--- src/rtl/fp_add_normalizer.sv ---
// Second stage of the binary32 adder: magnitude add/sub, normalize, round-to-nearest-even, pack.
// Define FP_NORM_LZC_EN for single-cycle normalization through a leading-zero counter.
module fp_add_normalizer #(
  parameter int EXP_W  = 8,
  parameter int FRAC_W = 23
) (
  input  logic                    clk,
  input  logic                    reset,
  input  logic                    in_valid,
  output logic                    in_ready,
  input  logic [EXP_W-1:0]        e,
  input  logic                    sign,
  input  logic                    sign_2,
  input  logic [FRAC_W+3:0]       m_1,
  input  logic [FRAC_W+3:0]       m_2,
  output logic                    out_valid,
  input  logic                    out_ready,
  output logic [EXP_W+FRAC_W:0]   result,
  output logic                    overflow,
  output logic                    underflow
);

  localparam int MW = FRAC_W + 4;
  localparam logic [EXP_W:0] EXP_ONE = (EXP_W+1)'(1);
  localparam logic [EXP_W:0] EXP_MAX = {1'b0, {EXP_W{1'b1}}};

  typedef enum logic [2:0] {S_IDLE, S_ADD, S_NORM, S_ROUND, S_DONE} state_t;

  state_t                 r_state, w_next;
  logic [EXP_W:0]         r_exp, w_exp_n;
  logic                   r_sign, w_sign_n;
  logic                   r_sign2, w_sign2_n;
  logic [MW-1:0]          r_m1, w_m1_n;
  logic [MW-1:0]          r_m2, w_m2_n;
  logic [MW-1:0]          r_mant, w_mant_n;
  logic [EXP_W+FRAC_W:0]  r_result, w_result_n;
  logic                   r_ovf, w_ovf_n;
  logic                   r_unf, w_unf_n;

  logic [MW:0]            w_sum, w_diff, w_m;
  logic                   w_ge, w_same;
  logic                   w_up;
  logic [FRAC_W+1:0]      w_rnd;
  logic [EXP_W:0]         w_exp_r;

`ifdef FP_NORM_LZC_EN
  localparam int LZW = $clog2(MW + 1);

  function automatic logic [LZW-1:0] lzc(input logic [MW-1:0] v);
    lzc = LZW'(MW);
    for (int unsigned i = 0; i < MW; i++)
      if (v[i]) lzc = LZW'(MW - 1 - i);
  endfunction

  logic [LZW-1:0]  w_lzc;
  logic [EXP_W:0]  w_lzc_ext;
  assign w_lzc     = lzc(r_mant);
  assign w_lzc_ext = (EXP_W+1)'(w_lzc);
`endif

  assign w_same  = (r_sign == r_sign2);
  assign w_ge    = (r_m1 >= r_m2);
  assign w_sum   = {1'b0, r_m1} + {1'b0, r_m2};
  assign w_diff  = w_ge ? ({1'b0, r_m1} - {1'b0, r_m2}) : ({1'b0, r_m2} - {1'b0, r_m1});
  assign w_m     = w_same ? w_sum : w_diff;

  // mant[2:0] are G,R,S; mant[3] is the fraction LSB used for the tie break
  assign w_up    = r_mant[2] & (r_mant[1] | r_mant[0] | r_mant[3]);
  assign w_rnd   = {1'b0, r_mant[MW-1:3]} + (FRAC_W+2)'(w_up);
  assign w_exp_r = r_exp + (EXP_W+1)'(w_rnd[FRAC_W+1]);

  always_comb begin
    w_next     = r_state;
    w_exp_n    = r_exp;
    w_sign_n   = r_sign;
    w_sign2_n  = r_sign2;
    w_m1_n     = r_m1;
    w_m2_n     = r_m2;
    w_mant_n   = r_mant;
    w_result_n = r_result;
    w_ovf_n    = r_ovf;
    w_unf_n    = r_unf;
    in_ready   = 1'b0;
    out_valid  = 1'b0;

    case (r_state)
      S_IDLE: begin
        in_ready = 1'b1;
        if (in_valid) begin
          w_exp_n   = {1'b0, e};
          w_sign_n  = sign;
          w_sign2_n = sign_2;
          w_m1_n    = m_1;
          w_m2_n    = m_2;
          w_ovf_n   = 1'b0;
          w_unf_n   = 1'b0;
          w_next    = S_ADD;
        end
      end

      S_ADD: begin
        if (!w_same && !w_ge) w_sign_n = r_sign2;
        if (w_m == '0) begin
          w_result_n = '0;
          w_next     = S_DONE;
        end else if (w_m[MW]) begin
          w_mant_n = {w_m[MW:2], w_m[1] | w_m[0]};
          w_exp_n  = r_exp + EXP_ONE;
          w_next   = S_ROUND;
        end else begin
          w_mant_n = w_m[MW-1:0];
          w_next   = w_m[MW-1] ? S_ROUND : S_NORM;
        end
      end

      S_NORM: begin
`ifdef FP_NORM_LZC_EN
        if (w_lzc_ext + EXP_ONE > r_exp) begin
          w_result_n = {r_sign, {(EXP_W+FRAC_W){1'b0}}};
          w_unf_n    = 1'b1;
          w_next     = S_DONE;
        end else begin
          w_mant_n = r_mant << w_lzc;
          w_exp_n  = r_exp - w_lzc_ext;
          w_next   = S_ROUND;
        end
`else
        // Leave as soon as the shifted value is normalized so k shifts cost k cycles
        if (r_mant[MW-1]) begin
          w_next = S_ROUND;
        end else if (r_exp > EXP_ONE) begin
          w_mant_n = {r_mant[MW-2:0], 1'b0};
          w_exp_n  = r_exp - EXP_ONE;
          w_next   = r_mant[MW-2] ? S_ROUND : S_NORM;
        end else begin
          w_result_n = {r_sign, {(EXP_W+FRAC_W){1'b0}}};
          w_unf_n    = 1'b1;
          w_next     = S_DONE;
        end
`endif
      end

      S_ROUND: begin
        if (w_exp_r >= EXP_MAX) begin
          w_result_n = {r_sign, {EXP_W{1'b1}}, {FRAC_W{1'b0}}};
          w_ovf_n    = 1'b1;
        end else begin
          w_result_n = {r_sign, w_exp_r[EXP_W-1:0], w_rnd[FRAC_W-1:0]};
        end
        w_next = S_DONE;
      end

      S_DONE: begin
        out_valid = 1'b1;
        if (out_ready) w_next = S_IDLE;
      end

      default: w_next = S_IDLE;
    endcase
  end

  always_ff @(posedge clk or posedge reset) begin
    if (reset) begin
      r_state  <= S_IDLE;
      r_exp    <= '0;
      r_sign   <= 1'b0;
      r_sign2  <= 1'b0;
      r_m1     <= '0;
      r_m2     <= '0;
      r_mant   <= '0;
      r_result <= '0;
      r_ovf    <= 1'b0;
      r_unf    <= 1'b0;
    end else begin
      r_state  <= w_next;
      r_exp    <= w_exp_n;
      r_sign   <= w_sign_n;
      r_sign2  <= w_sign2_n;
      r_m1     <= w_m1_n;
      r_m2     <= w_m2_n;
      r_mant   <= w_mant_n;
      r_result <= w_result_n;
      r_ovf    <= w_ovf_n;
      r_unf    <= w_unf_n;
    end
  end

  assign result    = r_result;
  assign overflow  = r_ovf;
  assign underflow = r_unf;

endmodule

--- config.mk ---
export PLATFORM = sky130hd
export DESIGN_NAME = fp_add_normalizer
export DESIGN_NICKNAME = d
export VERILOG_FILES = /design/src/rtl/fp_add_normalizer.sv
export SDC_FILE = /design/constraint.sdc
export NUM_CORES = 1
export LEC_CHECK = 0
export CAP_MARGIN = 30
export CELL_PAD_IN_SITES_DETAIL_PLACEMENT = 0
export CELL_PAD_IN_SITES_GLOBAL_PLACEMENT = 1
export CORE_ASPECT_RATIO = 0.9
export CORE_MARGIN = 5
export CORE_UTILIZATION = 44
export CTS_BUF_LIST = sky130_fd_sc_hd__clkbuf_16
export CTS_CLUSTER_DIAMETER = 60
export DETAILED_ROUTE_END_ITERATION = 10
export GPL_TIMING_DRIVEN = 0
export HOLD_SLACK_MARGIN = 0.02
export PLACE_DENSITY = 0.8
export SKIP_CTS_REPAIR_TIMING = 1
export SYNTH_ARGS = -nofsm -noshare
export SYNTH_HDL_FRONTEND = slang
export SYNTH_SLANG_ARGS = --single-unit
--- constraint.sdc ---
create_clock -name clk -period 4.73 [get_ports clk]
set_clock_uncertainty 0.1 [all_clocks]
set_input_delay 0.7095 -clock clk [delete_from_list [all_inputs] [get_ports clk]]
set_output_delay 0.7095 -clock clk [all_outputs]
set_load 0.01 [all_outputs]
# Yosys cells after proc, flatten, opt, wreduce, memory -nomap -nowiden
# Cells that the tools add are included.
totals:
  latch_bits: 0
  mem_bits_rw: 0
  in_bits: 68
  register_bits: 129
  out_inout_bits: 36
  romBits: 0
  word_cells: 98
  memories: 0
op_classes:
  n_lt_le_gt_ge: 3
  eq_ne: 15
  div: 0
  n_reduce_logical: 20
  bitwise: 4
  addsub: 7
  n_mux: 38
  mul: 0
  shifts: 0
op_table:
  columns: ["cell", "count"]
  rows:
  - ["$mux W27", 4]
  - ["$mux W32", 3]
  - ["$pmux W32 S3", 1]
  - ["$mux W28", 2]
  - ["$sub A27 B27 Y28", 2]
  - ["$pmux W27 S2", 1]
  - ["$mux W9", 5]
  - ["$mux W31", 1]
  - ["$add A27 B27 Y28", 1]
  - ["$logic_not A28 Y1", 1]
  - ["$ge A27 B27 Y1", 1]
  - ["$pmux W9 S3", 1]
  - ["$add A24 B1 Y25", 1]
  - ["$ne A2 B2 Y1 const B", 10]
  - ["$mux W3", 5]
  - ["$pmux W3 S5", 1]
  - ["$reduce_and A4 Y1", 3]
  - ["$mux W1", 11]
  - ["$add A9 B1 Y9", 1]
  - ["$add A9 B1 Y9 const B", 1]
  - ["$ge A9 B8 Y1 const B", 1]
  - ["$gt A9 B1 Y1 const B", 1]
  - ["$sub A9 B1 Y9 const B", 1]
  - ["$reduce_bool A2 Y1", 4]
  - ["14 further kinds", 24]

# Logic depth before layout (Yosys ltp)
depth:
  word_depth: 8
  mapped_depth: 19
  ltp_nobuf: 17

# Least setup slack after synthesis
# Ideal clock, no wire load.
synth_path:
  path_kind: "flip-flop to flip-flop"
  from: "reg r_m1[0]"
  to: "reg r_mant[10]"
  path_stages_with_launch: 17
  synth_period_minus_slack_ps: 4088
  n_path_buf: 2
  setup_ps: 66
  slack_ps: 642
  t_arrival_ps: 3922
  t_required_ps: 4564
  path_cell_list: "dfrtp_1 ha_1 fa_1 nand2b_1 a2111o_1 a21oi_1 o311ai_0 and4_1 o31a_1 xnor2_1 or3_1 or3_1 nor4_4 o21a_1 buf_4 buf_6 a31o_1"
synth_via:
  elab_chain_len: 6
  elab_cells_between_ends: 12
  classes_between: "add/sub (3); order compare (1); eq/ne (1); mux (5); reduce/logical (2)"
synth_rtl:
  columns: ["element", "line", "text"]
  rows:
  - ["start, declared", "33", "logic [MW-1:0] r_m1, w_m1_n;"]
  - ["start signal, assigned", "179", "r_m1 <= w_m1_n;"]
  - ["$sub A27 B27 Y28 or $ge A27 B27 Y1 (tied branches)", "64, 62", null]
  - ["$mux W28", "64", "assign w_diff = w_ge ? ({1'b0, r_m1} - {1'b0, r_m2}) : ({1'b0, r_m2} - {1'b0, r_m1});"]
  - ["$mux W28 (*)", "65", "assign w_m = w_same ? w_sum : w_diff;"]
  - ["$logic_not A28 Y1 or $mux W27 (tied branches)", "103, 106", null]
  - ["$ne A2 B2 Y1 (no source line) or $mux W27 (tied branches)", null, null]
  - ["$reduce_and A4 Y1 (no source line) or $pmux W27 S2 (tied branches)", null, null]
  - ["end signal, assigned", "181", "r_mant <= w_mant_n;"]
  - ["end, declared", "35", "logic [MW-1:0] r_mant, w_mant_n;"]
# Mark *: on every way between the ends. The rest lies on a longest branch, timed or not. The select of a mux whose other input is x is not followed.
# A chain may end at the register's enable or synchronous reset.

# Final worst setup path
layout_path:
  from: "reg r_m1[2]"
  to: "reg r_result[27] (netlist: result[27])"
layout_via:
  elab_chain_len: 6
  elab_cells_between_ends: 9
  classes_between: "add/sub (3); order compare (1); eq/ne (1); mux (2); reduce/logical (2)"
layout_rtl:
  columns: ["element", "line", "text"]
  rows:
  - ["$sub A27 B27 Y28 or $ge A27 B27 Y1 (tied branches)", "64, 62", null]
  - ["$mux W28", "64", null]
  - ["$mux W28 (*)", "65", null]
  - ["$logic_not A28 Y1 (*)", "103", "if (w_m == '0) begin"]
  - ["$ne A2 B2 Y1 (no source line) (*)", null, null]
  - ["$reduce_and A4 Y1 (no source line) (*)", null, null]
  - ["end signal, assigned", "182", "r_result <= w_result_n;"]
  - ["end, declared", "36", "logic [EXP_W+FRAC_W:0] r_result, w_result_n;"]
# Mark *: on every way between the ends. The rest lies on a longest branch, timed or not.

==> qor.yml <==
setup_path:
  cp_max_fo: 10
  arrival_ns: 4.85
  end_kind: "register"
  worstPathRequired_ns: 4.97
  worstSetupPathType: "reg -> reg"
  timing.rr.start: "r_m1[2]"
  reg2reg_to: "result[27]"
  ff2ff_path_depth: 20
  reg2reg_slack_ns: 0.12
  cp-start-kind: "register"
sta:
  relSlewSlack: 0.462
  worstMarginPinSlew_ns: 0.807
  max_clock_freq_mhz: 217
  fin_tns_setup_ns: 0
  rsz0062_at_grt: "true"
  slew_viol_final: 0
  finalCritPeriodShare: 0.975
  period_needed_ns: 4.61
  final-setup-viol-count: 0
  hold_viol: 0
drt:
  wire_per_inst_um: 20.8
  viasPerCell: 5.97
  vias: 11200
  dr.pass1.iters: 5
  totalWireLength_um: 39100
  dr.first_iter.drc_count: 935
  ant_nets: 0
  drc_errors: 0
job:
  maxCapViolations: 0
yosys:
  avgSynthCellArea_um2: 8.08
  ys_seq_elements: 129
  ys.flop_type: "dfrtp_1"
  syn_area_mm2: 0.0110
  synth_edf_count: 0
  synth.distinct_cells: 88
  synth-async-reset-ratio: 1.00
  synth_warnings: 0
  seq_area_frac_synth: 0.292
  netlist_instances: 1366
  syn_nets: 1524
global_route:
  grt_pass1_vias: 10600
  antenna_found_initial: 0
  track_usage: 0.269
  grt_pass1_wl_um: 60700
  grt_max_degree: 92
  grt-ovfl-total: 0
hold_path:
  hp-start: "result[27]"
  min_to: "result[27]"
  whs_path_depth: 1
  hold_path.class: "reg -> reg"
clocking:
  cts.sinks: 129
  root_buffer: "clkbuf_16"
  clk_latency_ns: 0.44
  path_clk_slew_ns: 0.07
  cts_tree: "done"
  cts_buffers: 17
  cts_max_path_buffers: 2
  htreeDepth: 4
die:
  die_h_um: 160
  start_util: 0.443
  io_pins: 104
  rows: 55
  core_mm2: 0.0249
  die_width_um: 177
  die-area_mm2: 0.0284
finish:
  antennaDiodeCount: 0
  layout.nets: 1680
  drive_above_1_share: 0.133
  syn_to_final_growth_pct: 26.2
status:
  outcome: "finished, final reports clean"
place:
  hpwlAfterDp_um: 29700
  port_buffers: 103
  gp_congestion: 0.965
==> layout by cell type (no fill, tap or decap), types with 11 or more instances in the layout <==
cell type          n
nor2_1           109
nand3_1           37
a31oi_1           12
o21bai_1          11
clkbuf_16         17
a22o_1            14
xnor2_1           24
dfrtp_1          128
o21ai_0          120
a211oi_1          15
and2_1            12
nand4_1           20
xnor2_2           13
ha_1              85
clkbuf_1          44
clkdlybuf4s50_1  103
xor2_1            16
buf_2             20
nand2_1          133
o2bb2ai_1         29
nor3_1            30
o21a_1            12
o211ai_1          11
inv_1             91
nand2b_1          11
buf_4             37
a21o_1            14
a21oi_1           97
mux2i_1           21
a31o_1            17
==> layout make-up <==
type | instances | area [µm²]
fill | 2368 | 11000
multi-input combinational | 1059 | 7580
sequential | 129 | 3230
timing repair buffer | 139 | 1350
tap | 342 | 428
clock buffer | 17 | 425
buffer | 85 | 420
inverter | 91 | 347
clock inverter | 15 | 159
==> sequential cells by signal, indices dropped and copies added (netlist names) <==
signal,flops
r_sign,1
r_sign2,1
r_exp,9
underflow,1
r_m1,27
result,32
overflow,1
r_m2,27
r_mant,27
r_state,3
==> cells by family (layout without fill, tap and decap cells) <==
logic type,Yosys count,in the layout,synth area share
compound gates,473,473,0.289
xor+xnor,53,53,0.0420
fa+ha+maj,90,90,0.104
buf+inv,178,347,0.0670
flops,129,129,0.292
mux,25,25,0.0231
simple gates,418,418,0.182
==> per-stage QoR <==
stage / hold slack, ns / cell area (µm²) / utilization / instances / worst slack, ns
3_5_place_dp: 0.367 / 12500 / 0.503 / 1812 / -0.456
3_3_place_gp: 0.366 / 12500 / 0.502 / 1811 / -1.48
2_1_floorplan: 0.387 / 11000 / - / 1366 / 0.480
5_1_grt: 0.402 / 13900 / 0.560 / 1877 / -0.0801
6_report: 0.379 / 13900 / 0.560 / 1877 / 0.118
4_1_cts: 0.382 / 13100 / 0.527 / 1844 / -0.484
==> worst max-delay path by stage <==
stage | cells after the start | to | slack, ns | startpoint
2_1_floorplan | 1 | overflow | 0.48 | reset
4_1_cts | 16 | result[27] | -0.48 | r_m1[0]
3_5_place_dp | 16 | result[27] | -0.46 | r_m1[0]
5_1_grt | 16 | result[27] | -0.08 | r_m1[8]
6_report | 20 | result[27] | 0.12 | r_m1[2]
3_3_place_gp | 2 | r_exp[4] | -1.48 | reset
==> synthesized netlist by cell type, types with 5 or more instances <==
cell type | n | area share
nand2_1 | 133 | 0.045
dfrtp_1 | 129 | 0.29
o21ai_0 | 121 | 0.055
nor2_1 | 111 | 0.038
a21oi_1 | 103 | 0.047
inv_1 | 91 | 0.031
ha_1 | 87 | 0.099
clkbuf_1 | 52 | 0.018
nand3_1 | 38 | 0.017
xnor2_1 | 37 | 0.029
nor3_1 | 30 | 0.014
o2bb2ai_1 | 29 | 0.023
buf_2 | 26 | 0.012
mux2i_1 | 21 | 0.019
nand4_1 | 20 | 0.011
a211oi_1 | 17 | 0.012
a31o_1 | 17 | 0.013
xor2_1 | 16 | 0.013
a21o_1 | 14 | 0.0095
a22o_1 | 14 | 0.011
a31oi_1 | 13 | 0.0074
o21a_1 | 13 | 0.0088
and2_1 | 12 | 0.0068
nand2b_1 | 11 | 0.0062
o211ai_1 | 11 | 0.0075
o21bai_1 | 11 | 0.0075
and3_1 | 10 | 0.0057
nor4_1 | 10 | 0.0057
o31ai_1 | 10 | 0.0068
a221oi_1 | 9 | 0.0071
nor2b_1 | 9 | 0.0051
a31o_2 | 8 | 0.0063
or3_1 | 8 | 0.0045
o22ai_1 | 7 | 0.0040
a221o_1 | 6 | 0.0054
and4_1 | 6 | 0.0048
a22oi_1 | 5 | 0.0034
o211a_1 | 5 | 0.0045
o31a_1 | 5 | 0.0040
==> metal layers <==
| layer | track usage | part of all wire | vias to the layer above |
|---|---|---|---|
| met2 | 0.399 | 0.43 | 414 |
| li1 | - | - | 5267 |
| met1 | 0.406 | 0.48 | 5440 |
| met5 | 0 | 0 | - |
| met3 | 0.0431 | 0.066 | 77 |
| met4 | 0.0693 | 0.023 | 0 |
==> critical path: stages, from the launching register on <==
cell and delay (ns):
dfrtp_1 0.37, inv_1 0.07, ha_1 0.30, buf_2 0.18, nor2b_2 0.19, o21ai_4 0.23, a21boi_4 0.11, buf_4 0.16
o21ai_4 0.34, buf_6 0.16, a21oi_4 0.08, buf_12 0.18, a211oi_2 0.27, xnor2_2 0.15, buf_4 0.16, nand4_1 0.13
or4b_4 0.53, nor4_4 0.28, o21ai_4 0.12, buf_4 0.20, a21o_1 0.18
Power is left out: the tool's default activity adds up to more than one toggle a clock period on the data nets, which glitch-free logic cannot reach.
